===== src/rtl/cpu_types_pkg.sv =====
// Shared CPU/memory types plus the RAM arbiter's grant bookkeeping.
package cpu_types_pkg;
    localparam int WORD_W = 32;
    typedef logic [WORD_W-1:0] word_t;

    typedef enum logic [1:0] {FREE, BUSY, ACCESS, ERROR} ramstate_t;

    // Core-id width is fixed here; arbiter instances are expected to use ARB_CPUS cores.
    localparam int ARB_CPUS = 2;
    localparam int ARB_ID_W = (ARB_CPUS > 1) ? $clog2(ARB_CPUS) : 1;
    typedef logic [ARB_ID_W-1:0] coreId_t;

    typedef enum logic {IDLE, GRANT} arb_state_t;
    typedef enum logic {ICLASS, DCLASS} arb_class_t;

    typedef struct packed {
        arb_class_t cls;
        coreId_t    id;
    } grant_t;

    function automatic coreId_t nextId(coreId_t id, int cpus);
        if (int'(id) >= cpus - 1) return '0;
        return id + 1'b1;
    endfunction
endpackage


===== src/rtl/mem_arbiter_if.sv =====
// Cache-side request/response arrays and the single RAM port, bundled for the arbiter.
interface mem_arbiter_if #(
    parameter int CPUS   = 2,
    parameter int ADDR_W = 32,
    parameter int DATA_W = 32
);
    import cpu_types_pkg::*;

    logic [CPUS-1:0]             iREN;
    logic [CPUS-1:0][ADDR_W-1:0] iaddr;
    logic [CPUS-1:0]             dREN;
    logic [CPUS-1:0]             dWEN;
    logic [CPUS-1:0][ADDR_W-1:0] daddr;
    logic [CPUS-1:0][DATA_W-1:0] dstore;
    logic [CPUS-1:0]             iwait;
    logic [CPUS-1:0]             dwait;
    logic [CPUS-1:0][DATA_W-1:0] iload;
    logic [CPUS-1:0][DATA_W-1:0] dload;

    logic              ramREN;
    logic              ramWEN;
    logic [ADDR_W-1:0] ramaddr;
    logic [DATA_W-1:0] ramstore;
    logic [DATA_W-1:0] ramload;
    ramstate_t         ramstate;

    modport slave (
        input  iREN, iaddr, dREN, dWEN, daddr, dstore, ramload, ramstate,
        output iwait, dwait, iload, dload, ramREN, ramWEN, ramaddr, ramstore
    );

    modport master (
        output iREN, iaddr, dREN, dWEN, daddr, dstore, ramload, ramstate,
        input  iwait, dwait, iload, dload, ramREN, ramWEN, ramaddr, ramstore
    );
endinterface


===== src/rtl/mem_arbiter_rr_picker.sv =====
// Combinational round-robin picker: first requester at or after ptr, wrapping modulo CPUS.
module rr_picker #(
    parameter int CPUS = 2,
    parameter int ID_W = 1
) (
    input  logic [CPUS-1:0] req,
    input  logic [ID_W-1:0] ptr,
    output logic            valid,
    output logic [ID_W-1:0] idx
);
    int cand;

    // Scan farthest-first so the nearest pending requester is the last one written.
    always_comb begin
        valid = 1'b0;
        idx   = '0;
        cand  = 0;
        for (int k = CPUS - 1; k >= 0; k--) begin
            cand = (int'(ptr) + k) % CPUS;
            if (req[ID_W'(cand)]) begin
                valid = 1'b1;
                idx   = ID_W'(cand);
            end
        end
    end
endmodule


===== src/rtl/mem_arbiter.sv =====
// Shares the single-ported RAM among every core's icache and dcache: dcache first, round-robin per class.
// state | meaning
// IDLE  | sample requests, register the winner; no RAM enables driven
// GRANT | winner drives the RAM until ACCESS, ERROR, or it drops its request
module mem_arbiter
    import cpu_types_pkg::*;
#(
    parameter int CPUS   = ARB_CPUS,
    parameter int ADDR_W = 32,
    parameter int DATA_W = 32
) (
    input  logic         CLK,
    input  logic         nRST,
    mem_arbiter_if.slave bus,
    output logic         memerr
);
    arb_state_t state, nextState;
    grant_t     grant, nextGrant;
    coreId_t    iPtr, dPtr, nextIPtr, nextDPtr;
    logic       nextMemerr;

    logic            iValid, dValid;
    coreId_t         iIdx, dIdx;
    logic [CPUS-1:0] dReq;
    logic            reqLive;

    logic [CPUS-1:0]   iwait, dwait;
    logic              ramREN, ramWEN;
    logic [ADDR_W-1:0] ramaddr;
    logic [DATA_W-1:0] ramstore;

    assign dReq = bus.dREN | bus.dWEN;

    rr_picker #(.CPUS(CPUS), .ID_W(ARB_ID_W)) dPicker (
        .req(dReq), .ptr(dPtr), .valid(dValid), .idx(dIdx)
    );

    rr_picker #(.CPUS(CPUS), .ID_W(ARB_ID_W)) iPicker (
        .req(bus.iREN), .ptr(iPtr), .valid(iValid), .idx(iIdx)
    );

    assign reqLive = (grant.cls == DCLASS) ? dReq[grant.id] : bus.iREN[grant.id];

    always_ff @(posedge CLK) begin
        if (nRST) begin
            state  <= IDLE;
            grant  <= '{cls: ICLASS, id: '0};
            iPtr   <= '0;
            dPtr   <= '0;
            memerr <= 1'b0;
        end else begin
            state  <= nextState;
            grant  <= nextGrant;
            iPtr   <= nextIPtr;
            dPtr   <= nextDPtr;
            memerr <= nextMemerr;
        end
    end

    // Outputs are gated by reset so an in-flight grant aborts without a completion pulse.
    always_comb begin
        nextState  = state;
        nextGrant  = grant;
        nextIPtr   = iPtr;
        nextDPtr   = dPtr;
        nextMemerr = memerr;
        iwait      = '1;
        dwait      = '1;
        ramREN     = 1'b0;
        ramWEN     = 1'b0;
        ramaddr    = '0;
        ramstore   = '0;
        if (!nRST) begin
            case (state)
                IDLE: begin
                    if (dValid) begin
                        nextGrant = '{cls: DCLASS, id: dIdx};
                        nextState = GRANT;
                    end else if (iValid) begin
                        nextGrant = '{cls: ICLASS, id: iIdx};
                        nextState = GRANT;
                    end
                end
                GRANT: begin
                    if (!reqLive) begin
                        nextState = IDLE;
                    end else begin
                        if (grant.cls == DCLASS) begin
                            ramaddr  = bus.daddr[grant.id];
                            ramstore = bus.dstore[grant.id];
                            ramWEN   = bus.dWEN[grant.id];
                            ramREN   = !bus.dWEN[grant.id];
                        end else begin
                            ramaddr = bus.iaddr[grant.id];
                            ramREN  = 1'b1;
                        end
                        case (bus.ramstate)
                            ACCESS: begin
                                nextState = IDLE;
                                if (grant.cls == DCLASS) begin
                                    dwait[grant.id] = 1'b0;
                                    nextDPtr        = nextId(grant.id, CPUS);
                                end else begin
                                    iwait[grant.id] = 1'b0;
                                    nextIPtr        = nextId(grant.id, CPUS);
                                end
                            end
                            ERROR: begin
                                nextMemerr = 1'b1;
                                nextState  = IDLE;
                            end
                            default: ;
                        endcase
                    end
                end
                default: nextState = IDLE;
            endcase
        end
    end

    assign bus.iwait    = iwait;
    assign bus.dwait    = dwait;
    assign bus.iload    = {CPUS{bus.ramload}};
    assign bus.dload    = {CPUS{bus.ramload}};
    assign bus.ramREN   = ramREN;
    assign bus.ramWEN   = ramWEN;
    assign bus.ramaddr  = ramaddr;
    assign bus.ramstore = ramstore;
endmodule


===== src/flat_wrapper.sv =====
// flat-port wrapper written by rule: the top's interface ports become plain ports
module mem_arbiter_flat import cpu_types_pkg::*;
#(
    parameter int CPUS   = ARB_CPUS,
    parameter int ADDR_W = 32,
    parameter int DATA_W = 32
)
  (CLK, nRST, memerr, bus_iREN, bus_iaddr, bus_dREN, bus_dWEN, bus_daddr, bus_dstore, bus_ramload, bus_ramstate, bus_iwait, bus_dwait, bus_iload, bus_dload, bus_ramREN, bus_ramWEN, bus_ramaddr, bus_ramstore);
  mem_arbiter_if #(.CPUS(CPUS), .ADDR_W(ADDR_W), .DATA_W(DATA_W)) bus_i ();
  input  logic CLK;
  input  logic nRST;
  output logic memerr;
  input wire logic [$bits(bus_i.iREN)-1:0] bus_iREN;
  input wire logic [$bits(bus_i.iaddr)-1:0] bus_iaddr;
  input wire logic [$bits(bus_i.dREN)-1:0] bus_dREN;
  input wire logic [$bits(bus_i.dWEN)-1:0] bus_dWEN;
  input wire logic [$bits(bus_i.daddr)-1:0] bus_daddr;
  input wire logic [$bits(bus_i.dstore)-1:0] bus_dstore;
  input wire logic [$bits(bus_i.ramload)-1:0] bus_ramload;
  input wire logic [$bits(bus_i.ramstate)-1:0] bus_ramstate;
  output wire logic [$bits(bus_i.iwait)-1:0] bus_iwait;
  output wire logic [$bits(bus_i.dwait)-1:0] bus_dwait;
  output wire logic [$bits(bus_i.iload)-1:0] bus_iload;
  output wire logic [$bits(bus_i.dload)-1:0] bus_dload;
  output wire logic [$bits(bus_i.ramREN)-1:0] bus_ramREN;
  output wire logic [$bits(bus_i.ramWEN)-1:0] bus_ramWEN;
  output wire logic [$bits(bus_i.ramaddr)-1:0] bus_ramaddr;
  output wire logic [$bits(bus_i.ramstore)-1:0] bus_ramstore;
  assign bus_i.iREN = bus_iREN;
  assign bus_i.iaddr = bus_iaddr;
  assign bus_i.dREN = bus_dREN;
  assign bus_i.dWEN = bus_dWEN;
  assign bus_i.daddr = bus_daddr;
  assign bus_i.dstore = bus_dstore;
  assign bus_i.ramload = bus_ramload;
  assign bus_i.ramstate = bus_ramstate;
  assign bus_iwait = bus_i.iwait;
  assign bus_dwait = bus_i.dwait;
  assign bus_iload = bus_i.iload;
  assign bus_dload = bus_i.dload;
  assign bus_ramREN = bus_i.ramREN;
  assign bus_ramWEN = bus_i.ramWEN;
  assign bus_ramaddr = bus_i.ramaddr;
  assign bus_ramstore = bus_i.ramstore;
  mem_arbiter #(.CPUS(CPUS), .ADDR_W(ADDR_W), .DATA_W(DATA_W)) u_core (.CLK(CLK), .nRST(nRST), .bus(bus_i), .memerr(memerr));
endmodule

===== config.mk =====
export PLATFORM = sky130hd
export DESIGN_NAME = mem_arbiter_flat
export DESIGN_NICKNAME = d
export VERILOG_FILES = /design/src/rtl/cpu_types_pkg.sv /design/src/rtl/mem_arbiter_if.sv /design/src/rtl/mem_arbiter_rr_picker.sv /design/src/rtl/mem_arbiter.sv /design/src/flat_wrapper.sv
export SDC_FILE = /design/constraint.sdc
export NUM_CORES = 1
export LEC_CHECK = 0
export ABC_CLOCK_PERIOD_IN_PS = 2630
export CORE_AREA = 2 2 170 172
export DETAILED_ROUTE_END_ITERATION = 8
export DIE_AREA = 0 0 172 174
export HOLD_SLACK_MARGIN = 0.02
export PLACE_DENSITY_LB_ADDON = 0.12
export SLEW_MARGIN = 20
export SYNTH_ARGS = -nofsm -noshare
export SYNTH_HDL_FRONTEND = slang
export SYNTH_SLANG_ARGS = --single-unit

===== constraint.sdc =====
create_clock -name CLK -period 2.63 [get_ports CLK]
set_input_delay 0.526 -clock CLK [delete_from_list [all_inputs] [get_ports CLK]]
set_output_delay 0.526 -clock CLK [all_outputs]
set_load 0.02 [all_outputs]

==> results of run 1 <==
-- metal layers --
layer,GRT usage,part of all wire,up-vias
li1,-,-,1352
met1,0.08334,0.32,1349
met2,0.1715,0.52,201
met3,0.03051,0.13,37
met4,0.03186,0.028,2
met5,0,0.00072,-
-- cell families after synthesis --
logic type	share of synthesized area
buffers and inverters	0.3667
and+or+nand+nor	0.2264
muxes	0.3389
AOI/OAI and AO/OA	0.03049
DFF	0.03753
-- layout make-up --
| class | instances | area (um2) |
|---|---|---|
| multi-input combinational | 164 | 1982 |
| antenna | 1 | 2.502 |
| timing repair buffer | 306 | 2977 |
| inverter | 5 | 20.02 |
| fill | 3148 | 22570 |
| clock buffer | 4 | 78.83 |
| tap | 384 | 480.5 |
| sequential | 6 | 125.1 |
-- flip-flops by register name (all words and copies together), names as in the netlist --
signal and flops:
u_core.grant 2, u_core.dPtr 1, u_core.iPtr 1, u_core.memerr 1, u_core.state 1
-- worst register-to-register path, cell delays in order (launching register included) --
cell and delay, ns:
dfxtp_2 0.38, mux4_2 0.59, buf_4 0.23, buf_4 0.15, o32ai_2 0.22
-- where the power goes --
part	switching (mW)	total (mW)	internal, mW
Clock	0.0641	0.266	0.202
Sequential	0.0160	0.114	0.0984
Combinational	0.346	0.931	0.585
-- what timing repair did --
item                       4_1_cts  5_1_grt
cloned                           4        0
setup endpoints to repair       70       37
gates resized for setup        358        7
pin swaps                        1        1
buffers inserted                 4        0
-- synthesized netlist by cell type (all sizes together) --
library cell	number	area [um2]
dfxtp	6	120.1
buf	147	1132
nor4bb	2	20.02
mux4	33	743.2
clkinv	1	3.750
nor3b	33	387.9
clkbuf	6	22.52
o21ai	2	10.00
nand2b	3	18.77
o21ba	1	10.01
a21oi	1	5.000
nor3	4	30.03
nor2	35	206.5
o32ai	2	25.03
mux2	1	11.26
nand4b	3	26.28
a2111oi	2	17.52
nand4	1	6.260
mux2i	33	330.3
o311ai	1	8.760
nand3b	1	7.510
or2	1	6.260
a2111o	1	21.27
inv	4	15.01
nand2	4	15.01
-- final timing paths --
check                  startpoint                to  slack [ns]  depth (start not counted)
setup / recovery      bus_dREN[0]  bus_ramstore[29]        0.08                          8
hold / removal      u_core.memerr     u_core.memerr        0.47                          2
setup reg to reg  u_core.grant[1]     u_core.memerr        0.96                          4
hold reg to reg     u_core.memerr     u_core.memerr        0.47                          2
==> impl_metrics.env, run 1 <==
export IMPL_outcome="finished clean"
export IMPL_placeableCoreArea_um2=28240
export IMPL_critical_path_max_stage_delay_ns=0.54
export IMPL_post_route_drc_count=0
export IMPL_clock_path_buffers=2
export IMPL_post_dp_cell_area_um2=5527
export IMPL_worst_hold_path_type="reg2reg"
export IMPL_average_routed_wire_per_standard_cell_um=16.01
export IMPL_worst_endpoint_arrival_ns=2.03
export IMPL_critPathSlowestCell="a2111o_4"
export IMPL_cell_area_after_layout_um2=5665
export IMPL_final_nets=720
export IMPL_cts_tree="done"
export IMPL_grt_ovfl_total=0
export IMPL_starting_density_of_the_core=0.1133
export IMPL_synth_sequential_area_ratio=0.03753
export IMPL_clockRootBuffer="clkbuf_16"
export IMPL_routed_via_count=2941
export IMPL_io_pins=433
export IMPL_cts_hold_buffers=0
export IMPL_dr_pass1_iters=4
export IMPL_postRouteAntennaNets=0
export IMPL_cell_family_with_the_largest_share_of_critical_path_delay="buffers and inverters"
export IMPL_final_hold_worst_slack_ns=0.4663
export IMPL_hpwl_um=11080
export IMPL_maxClockFrequency_mhz=391.5
export IMPL_worst_slew_pin_slew_ns=0.5742
export IMPL_first_iter_violations=59
export IMPL_grt_start_max_net_pins=37
export IMPL_power_density_nw_per_um2=231.5
export IMPL_pnr_total_power_mw=1.311
export IMPL_final_hold_violation_count=0
export IMPL_fin_setup_tns_ns=0
export IMPL_grt_pass1_vias=3295
export IMPL_synth_warnings=0
export IMPL_post_drt_via_cell_ratio=3.380
export IMPL_place_detailed_instances=857
export IMPL_finalWorstPathRequiredPeriod_ns=2.555
export IMPL_mostFrequentLayoutCells="clkdlybuf4s50_1 (195), buf_4 (57), mux4_2 (33), mux2i_1 (33), nor3b_2 (28)"
export IMPL_layout_area_growth_over_synthesis_pct=77.01
export IMPL_cts_buffers=3
export IMPL_criticalPathCategory="in2out"
export IMPL_post_synth_num_cell_types=34
export IMPL_synth_avg_cell_area_um2=9.758
export IMPL_netlist_area_um2=3201
export IMPL_sum_of_routed_wire_length_over_all_layers_um=13930
export IMPL_required_ns=2.10
export IMPL_synthesis_instances=328
export IMPL_unrepaired_setup_endpoints_after_global_routing="no"
export IMPL_clock_transition_at_the_registers_of_the_reported_paths_ns=0.04
export IMPL_clkLatencyLatePin_ns=0.24
export IMPL_cts_htree_levels=1
export IMPL_period_share=0.9713
export IMPL_timing_critical_path_from_type="input pin"
export IMPL_finish_cell_count_without_fillers=870
export IMPL_worst_path_max_fanout=8
export IMPL_grt_antenna_before_repair=2
export IMPL_path_cells="dlygate4sd2_1 > buf_4 > nor3_2 > a2111o_4 > buf_12 > buf_16 > nor2_1 > buf_4"
export IMPL_worstSetupEndpointType="primary output"
export IMPL_synth_net_count=562
export IMPL_placementRows=62
export IMPL_clock_sink_count=6
export IMPL_total_leakage_power_nw=2.004
export IMPL_port_buffers=272
export IMPL_die_wd_um=172
export IMPL_post_route_util=0.2006
export IMPL_post_route_worst_setup_slack_ns=0.07540
export IMPL_post_route_cells_drive_above_1_share=0.4165
export IMPL_relative_slew_slack=0.6172
export IMPL_crit_buf_inv=5
export IMPL_maxCapViolations=0
export IMPL_irDropWorstVdd_mv=0.1554
export IMPL_die_h_um=174
export IMPL_post_route_clock_skew_ns=0.003753
export IMPL_floorplan_die_area_um2=29930
export IMPL_setup_slack_at_placement_ns=-0.6863
export IMPL_slew_viol_final=0
export IMPL_grt_usage=0.08800
export IMPL_setup_viol=0
export IMPL_path_common_cell="buf_4"
export IMPL_layout_commonest_cell="clkdlybuf4s50_1"
export IMPL_grt_pass1_wl_um=19750
export IMPL_gp_routability_congestion=0.6965
export IMPL_synth_seq_cells=6
No activity file was read; power rests on OpenSTA's default activity.
==> run 2, diff against run 1 <==
--- a/config.mk
+++ b/config.mk
@@ -9,7 +9,7 @@
 export CORE_AREA = 2 2 170 172
 export DETAILED_ROUTE_END_ITERATION = 8
 export DIE_AREA = 0 0 172 174
-export HOLD_SLACK_MARGIN = 0.02
+export HOLD_SLACK_MARGIN = 0.1
 export PLACE_DENSITY_LB_ADDON = 0.12
 export SLEW_MARGIN = 20
 export SYNTH_ARGS = -nofsm -noshare
==> results of run 2 <==
Final layout, timing and power as in run 1 (identical DEF).
